File: src/rtl/mastermind_board_renderer.sv
`default_nettype none
//==============================================================================
// mastermind_board_renderer: committed-row history plus a 2-stage pixel colour
// pipeline for a 480x800 portrait Mastermind board.          Revision: 1.0
//==============================================================================
module mastermind_board_renderer #(
  parameter int ROW_H     = 100,
  parameter int COL_W     = 96,
  parameter int INSET     = 8,
  parameter int PEG_INSET = 6
) (
  input  logic       clock,
  input  logic       reset,
  input  logic       iStart,
  input  logic [2:0] iRow,
  input  logic [2:0] iVal1,
  input  logic [2:0] iVal2,
  input  logic [2:0] iVal3,
  input  logic [2:0] iVal4,
  input  logic [2:0] iWhite,
  input  logic [2:0] iBlack,
  input  logic       iNextRound,
  input  logic       iPixValid,
  input  logic [9:0] iPixX,
  input  logic [9:0] iPixY,
  output logic       oPixValid,
  output logic [7:0] oRed,
  output logic [7:0] oGreen,
  output logic [7:0] oBlue,
  output logic [3:0] oCommitted
);

  localparam int          C_PEG_X     = 4 * COL_W;
  localparam int          C_SCR_W     = 5 * COL_W;
  localparam int          C_SCR_H     = 8 * ROW_H;
  localparam int          C_SUB_W     = COL_W / 2;
  localparam int          C_SUB_H     = ROW_H / 2;
  localparam int          C_ROW_INSET = 10;
  localparam logic [6:0]  C_CELL_X_LO = 7'(INSET);
  localparam logic [6:0]  C_CELL_X_HI = 7'(COL_W - 1 - INSET);
  localparam logic [6:0]  C_CELL_Y_LO = 7'(C_ROW_INSET);
  localparam logic [6:0]  C_CELL_Y_HI = 7'(ROW_H - 1 - C_ROW_INSET);
  localparam logic [6:0]  C_PEG_X_LO  = 7'(PEG_INSET);
  localparam logic [6:0]  C_PEG_X_HI  = 7'(C_SUB_W - 1 - PEG_INSET);
  localparam logic [6:0]  C_PEG_Y_HI  = 7'(C_SUB_H - 1 - PEG_INSET);
  localparam logic [6:0]  C_SUB_W7    = 7'(C_SUB_W);
  localparam logic [6:0]  C_SUB_H7    = 7'(C_SUB_H);
  localparam logic [23:0] C_BG        = 24'h8B5A2B;
  localparam logic [23:0] C_BORDER    = 24'hE0C000;
  localparam logic [23:0] C_EMPTY     = 24'h404040;
  localparam logic [23:0] C_WHITE     = 24'hFFFFFF;
  localparam logic [23:0] C_BLACK     = 24'h000000;

  function automatic logic [23:0] val_colour(input logic [2:0] v);
    case (v)
      3'd1:    val_colour = 24'hFF0000;
      3'd2:    val_colour = 24'h00FF00;
      3'd3:    val_colour = 24'h0000FF;
      3'd4:    val_colour = 24'hFFFF00;
      3'd5:    val_colour = 24'hFF00FF;
      3'd6:    val_colour = 24'h00FFFF;
      default: val_colour = C_EMPTY;
    endcase
  endfunction

  // Row history; guess values packed as {v4, v3, v2, v1}
  logic [7:0]  valid_q;
  logic [11:0] vals_q  [8];
  logic [2:0]  white_q [8];
  logic [2:0]  black_q [8];
  logic        prev_q;
  logic [3:0]  committed_q;
  logic        commit;

  assign commit = iNextRound & ~prev_q;

  always_ff @(posedge clock or negedge reset) begin
    if (!reset) begin
      valid_q     <= '0;
      prev_q      <= 1'b0;
      committed_q <= '0;
      for (int r = 0; r < 8; r++) begin
        vals_q[r]  <= '0;
        white_q[r] <= '0;
        black_q[r] <= '0;
      end
    end else begin
      prev_q <= iNextRound;
      if (!iStart) begin
        valid_q     <= '0;
        committed_q <= '0;
      end else if (commit) begin
        valid_q[iRow] <= 1'b1;
        vals_q[iRow]  <= {iVal4, iVal3, iVal2, iVal1};
        white_q[iRow] <= iWhite;
        black_q[iRow] <= iBlack;
        if (!valid_q[iRow] && committed_q != 4'd8)
          committed_q <= committed_q + 4'd1;
      end
    end
  end

  // Stage 1: split the coordinate into row/column and local offsets
  logic [2:0] row_d, row_q;
  logic [6:0] ly_d, ly_q, lx_d, lx_q;
  logic [1:0] col_d, col_q;
  logic       peg_d, peg_q, oor_d, oor_q, s1_valid_q;

  always_comb begin
    row_d = 3'd7;
    ly_d  = 7'(iPixY - 10'(7 * ROW_H));
    for (int r = 6; r >= 0; r--) begin
      if (iPixY < 10'((r + 1) * ROW_H)) begin
        row_d = 3'(r);
        ly_d  = 7'(iPixY - 10'(r * ROW_H));
      end
    end
    col_d = 2'd3;
    peg_d = 1'b1;
    lx_d  = 7'(iPixX - 10'(C_PEG_X));
    if (iPixX < 10'(C_PEG_X)) begin
      peg_d = 1'b0;
      lx_d  = 7'(iPixX - 10'(3 * COL_W));
      for (int c = 2; c >= 0; c--) begin
        if (iPixX < 10'((c + 1) * COL_W)) begin
          col_d = 2'(c);
          lx_d  = 7'(iPixX - 10'(c * COL_W));
        end
      end
    end
    oor_d = (iPixX >= 10'(C_SCR_W)) || (iPixY >= 10'(C_SCR_H));
  end

  always_ff @(posedge clock or negedge reset) begin
    if (!reset) begin
      s1_valid_q <= 1'b0;
      row_q      <= '0;
      ly_q       <= '0;
      col_q      <= '0;
      peg_q      <= 1'b0;
      lx_q       <= '0;
      oor_q      <= 1'b0;
    end else begin
      s1_valid_q <= iPixValid;
      row_q      <= row_d;
      ly_q       <= ly_d;
      col_q      <= col_d;
      peg_q      <= peg_d;
      lx_q       <= lx_d;
      oor_q      <= oor_d;
    end
  end

  // Stage 2: colour lookup against the history as it stands this cycle
  logic        row_valid, live, in_cell, in_peg;
  logic [11:0] row_vals;
  logic [2:0]  row_white, row_black, cell_val;
  logic [6:0]  sx, sy;
  logic [1:0]  slot;
  logic [3:0]  pegs_sum, pegs_lit;
  logic [23:0] colour_d, colour_q;
  logic        pix_valid_q;

  always_comb begin
    row_valid = valid_q[row_q];
    live      = (row_q == iRow) && !row_valid;
    row_vals  = '0;
    row_white = '0;
    row_black = '0;
    if (row_valid) begin
      row_vals  = vals_q[row_q];
      row_white = white_q[row_q];
      row_black = black_q[row_q];
    end else if (live) begin
      row_vals  = {iVal4, iVal3, iVal2, iVal1};
    end
    case (col_q)
      2'd0:    cell_val = row_vals[2:0];
      2'd1:    cell_val = row_vals[5:3];
      2'd2:    cell_val = row_vals[8:6];
      default: cell_val = row_vals[11:9];
    endcase
    sx       = (lx_q >= C_SUB_W7) ? lx_q - C_SUB_W7 : lx_q;
    sy       = (ly_q >= C_SUB_H7) ? ly_q - C_SUB_H7 : ly_q;
    slot     = {ly_q >= C_SUB_H7, lx_q >= C_SUB_W7};
    pegs_sum = {1'b0, row_black} + {1'b0, row_white};
    pegs_lit = (pegs_sum > 4'd4) ? 4'd4 : pegs_sum;
    in_cell  = (lx_q >= C_CELL_X_LO) && (lx_q <= C_CELL_X_HI) &&
               (ly_q >= C_CELL_Y_LO) && (ly_q <= C_CELL_Y_HI);
    in_peg   = (sx >= C_PEG_X_LO) && (sx <= C_PEG_X_HI) &&
               (sy >= C_PEG_X_LO) && (sy <= C_PEG_Y_HI);
    if (oor_q)
      colour_d = C_BLACK;
    else if (!peg_q)
      colour_d = in_cell ? val_colour(cell_val) : (live ? C_BORDER : C_BG);
    else if (!in_peg)
      colour_d = C_BG;
    else if ({1'b0, slot} < row_black)
      colour_d = C_BLACK;
    else if ({2'b0, slot} < pegs_lit)
      colour_d = C_WHITE;
    else
      colour_d = C_EMPTY;
  end

  always_ff @(posedge clock or negedge reset) begin
    if (!reset) begin
      pix_valid_q <= 1'b0;
      colour_q    <= '0;
    end else begin
      pix_valid_q <= s1_valid_q;
      colour_q    <= colour_d;
    end
  end

  assign oPixValid  = pix_valid_q;
  assign oRed       = colour_q[23:16];
  assign oGreen     = colour_q[15:8];
  assign oBlue      = colour_q[7:0];
  assign oCommitted = committed_q;

endmodule
`default_nettype wire

File: config.mk
export PLATFORM = sky130hd
export DESIGN_NAME = mastermind_board_renderer
export DESIGN_NICKNAME = d
export VERILOG_FILES = /design/src/rtl/mastermind_board_renderer.sv
export SDC_FILE = /design/constraint.sdc
export NUM_CORES = 1
export LEC_CHECK = 0
export BUFFER_PORTS_ARGS = -buffer_cell sky130_fd_sc_hd__clkbuf_2
export CAP_MARGIN = 20
export CORE_MARGIN = 2
export CORE_UTILIZATION = 55
export DETAILED_ROUTE_END_ITERATION = 6
export HOLD_SLACK_MARGIN = 0.15
export PLACE_DENSITY = 0.74
export SETUP_SLACK_MARGIN = 0.5
export SLEW_MARGIN = 10
export SYNTH_ARGS = -nofsm -noshare
export SYNTH_HDL_FRONTEND = slang
export SYNTH_SLANG_ARGS = --single-unit
File: constraint.sdc
create_clock -name clock -period 7.5 [get_ports clock]
set_input_delay 0 -clock clock [delete_from_list [all_inputs] [get_ports clock]]
set_output_delay 0 -clock clock [all_outputs]
set_load 0.02 [all_outputs]
==> results.toml <==
[outcome]
status = "finished, final reports clean"

[finish]
nFillCells = 1311
nets = 965
drive_gt1_frac = 0.356
antenna_cells = 0
syn2layout_area_growth_pct = 16.2

[power]
p_int_uw = 2030
power.leakage_uw = 0.00541
ir_drop_v = 0.000187
seqPwrFrac = 0.463
p_sw_uw = 821
p_clk_frac = 0.317
switching_share = 0.288
powerDensity_mw_per_mm2 = 244
power_frac_comb = 0.220

[floorplan]
core_mm2 = 0.0180
start_util = 0.560
die_area_mm2 = 0.0194
die_w_um = 139
fp-row-count = 49
ioPinCount = 75
die_h_um = 139

[worst_setup_path]
start_kind = "flop"
timing.rr.start = "row_q[2]"
crit_path_max_fanout = 33
worstPathRequired_ns = 7.83
path_class = "reg -> reg"
cp-end-kind = "flop"
reg2reg_slack_ns = 2.84
critPathArrivalTime_ns = 5.00
reg2reg_depth = 15
reg2reg_to = "colour_q[7]"

[min_path]
hold_class = "in -> reg"
hold_end = "s1_valid_q"
min_delay_path_depth = 2
holdCritStartpoint = "iPixValid"

[sta]
finClkSkew_ns = 0.00808
rsz0062_at_grt = "no"
hold_viol = 0
fin_crit_sh = 0.622
fin_tns_setup_ns = 0
final_max_slew_viol_count = 0
period_needed_ns = 4.66
timing.fmax_mhz = 214
max_slew_margin = 0.422
setup_viol = 0
worst_pin_slew_ns = 0.866
fin_ws_ns = 2.84

[detailed_routing]
drt_iter0_markers = 555
wl_per_cell_um = 19.8
num_vias = 6787
viasPerCell = 5.99
firstDrtPassIters = 7
drc = 0
ant_nets = 0
wl_mm = 22.4

[synth]
synth_edf_count = 0
synth_cell_type_count = 61
netlist.top_cell.by_area = "dfrtp_1"
synth_cells = 786
synthXorXnorAreaFrac = 0.0131
synthMuxAreaShare = 0.277
synth_area_mm2 = 0.0101
yosysSeqAreaShare = 0.478
yosys_warnings = 0
syn_avg_cell_area_um2 = 12.8
synth_fa_ha_area_frac = 0.0356
synth.top_cell.area_share = 0.478
ys_seq_elements = 192
synthTopCellsByArea = "dfrtp_1 48%, mux2_2 16%, mux4_2 9.2%"
synth_top_family_by_area = "multiplexers"
async_reset_ff_frac = 1.00
synthesis.nets = 860
synth_simple_gate_area_share = 0.0698
synth_compound_area_frac = 0.0891
synth-main-ff-cell = "dfrtp_1"

[placed_design]
routabilityCongestion = 0.872
hpwl_mm = 14.4
port_buffers = 74
pre_cts_ws_ns = 2.91

[global_routing]
antenna_found_initial = 0
grt_overflow_total = 0
grt_pass1_vias = 7087
grt_pass1_wl_mm = 36.9
grtUsageTotal = 0.242
grt_max_degree = 112

[clocking]
root_buffer = "clkbuf_16"
clk_pin_slew_worst_paths_ns = 0.07
cts_tree = "yes"
post_cts_buffers = 0
cts.htree.levels = 4
cts-hold-fix-buffers = 51
cts_buffers = 17
clockBufferDepth = 2
cts_resized = 0
clk_latency_ns = 0.44
cts_sinks = 192

[flow_run]
maxCapViolCount = 0
==> registers in the layout, indices dropped and copies added, names as in the netlist <==
register and flops:
black_q 24, col_q 2, colour_q 12, lx_q 7
ly_q 7, oCommitted 4, oPixValid 1, oor_q 1
peg_q 1, prev_q 1, row_q 3, s1_valid_q 1
valid_q 8, vals_q 96, white_q 24
==> layer usage <==
metal | up-vias | share of wire | global-route usage
met2 | 176 | 0.50 | 0.399
met1 | 3497 | 0.44 | 0.325
met4 | 0 | 0.016 | 0.0707
li1 | 3081 | - | -
met3 | 33 | 0.044 | 0.0549
met5 | - | 0 | 0
==> cell families after synthesis <==
kind of cell    count (synthesis)
compound gates                123
fa+ha+maj                      28
buf+inv                        76
mux                           208
simple gates                  144
xor+xnor                       15
flops                         192
==> metrics by stage <==
step / hold WS, ns / utilization / cell area [um^2] / instances / total power, uW
2_1_floorplan: -0.296 / - / 10100 / 786 / 1770
3_5_place_dp: 0.114 / 0.586 / 10500 / 1048 / 1930
3_3_place_gp: 0.111 / 0.586 / 10500 / 1048 / 1890
4_1_cts: 0.194 / 0.647 / 11600 / 1131 / 2860
6_report: 0.202 / 0.650 / 11700 / 1133 / 2850
5_1_grt: 0.194 / 0.650 / 11700 / 1133 / 2990
==> layout by cell type (no fill, tap or decap), types with 4 or more instances in the layout <==
master	netlist	routed
dfrtp_1	192	190
mux2_2	144	144
clkbuf_2	0	73
dlygate4sd3_1	0	51
nand2_1	45	45
mux4_2	41	41
nor2_1	41	41
ha_1	27	27
a21oi_1	26	26
inv_1	24	24
mux2i_1	22	22
clkbuf_16	0	17
o21ai_0	15	15
a21o_1	14	14
xnor2_1	11	11
buf_4	16	11
nand3_1	8	8
nand2b_1	7	7
and3_1	7	7
nor2b_1	7	7
a221oi_1	7	7
and2_1	7	7
a211oi_1	6	6
nor3b_1	6	4
o22ai_1	4	4
xor2_1	4	4
a311oi_1	5	4
or2_2	4	4
o31a_1	4	4
inv_8	0	4
inv_6	0	4
==> critical path, stage by stage, from the launching register on <==
cell	delay, ns
dfrtp_1	0.32
buf_4	0.46
mux4_2	0.41
mux2i_4	0.58
nor2_1	0.16
ha_1	0.27
fa_1	0.39
or2_2	0.32
a21oi_1	0.19
nand2_1	0.08
ha_1	0.26
a21boi_0	0.16
o21ai_0	0.13
and2_1	0.18
o21ai_0	0.39
o21ba_1	0.22
==> worst max-delay path by stage <==
stage / cells after the start / to / from
after detailed placement: 15 / colour_q[7] / row_q[2]
after global placement: 15 / colour_q[7] / row_q[2]
after global routing: 15 / colour_q[7] / row_q[2]
after floorplan: 17 / colour_q[7] / row_q[0]
final: 15 / colour_q[7] / row_q[2]
after CTS: 15 / colour_q[7] / row_q[2]
==> power groups by stage <==
| stage | Combinational (uW) | Sequential [uW] | Clock [uW] |
|---|---|---|---|
| floorplan | 462 | 1310 | 0 |
| global placement | 572 | 1320 | 0 |
| detailed placement | 597 | 1340 | 0 |
| CTS | 625 | 1320 | 920 |
| global route | 682 | 1340 | 972 |
| finish | 625 | 1320 | 903 |
==> layout make-up <==
cell class                      instances  area, um^2  area share
Inverter                               24        90.1     0.00771
Sequential cell                       192        4810       0.412
Multi-Input combinational cell        518        4900       0.419
Timing Repair Buffer                  138        1010      0.0869
Clock buffer                           18         439      0.0376
Clock inverter                         14         145      0.0124
Tap cell                              229         287      0.0245
==> Yosys cell counts, types with 5 or more instances <==
| library cell | n |
|---|---|
| dfrtp_1 | 192 |
| nand2_1 | 45 |
| nor2_1 | 41 |
| nor2b_1 | 7 |
| nor3b_1 | 6 |
| and3_1 | 7 |
| mux2i_1 | 22 |
| a21o_1 | 14 |
| mux2_2 | 144 |
| clkbuf_1 | 21 |
| a21oi_1 | 26 |
| nand3_1 | 8 |
| buf_4 | 16 |
| and2_1 | 7 |
| mux4_2 | 41 |
| a221oi_1 | 7 |
| nand2b_1 | 7 |
| inv_1 | 24 |
| a311oi_1 | 5 |
| xnor2_1 | 11 |
| buf_2 | 10 |
| o21ai_0 | 15 |
| ha_1 | 27 |
| a211oi_1 | 6 |
Power figures use the tool's default switching activity.
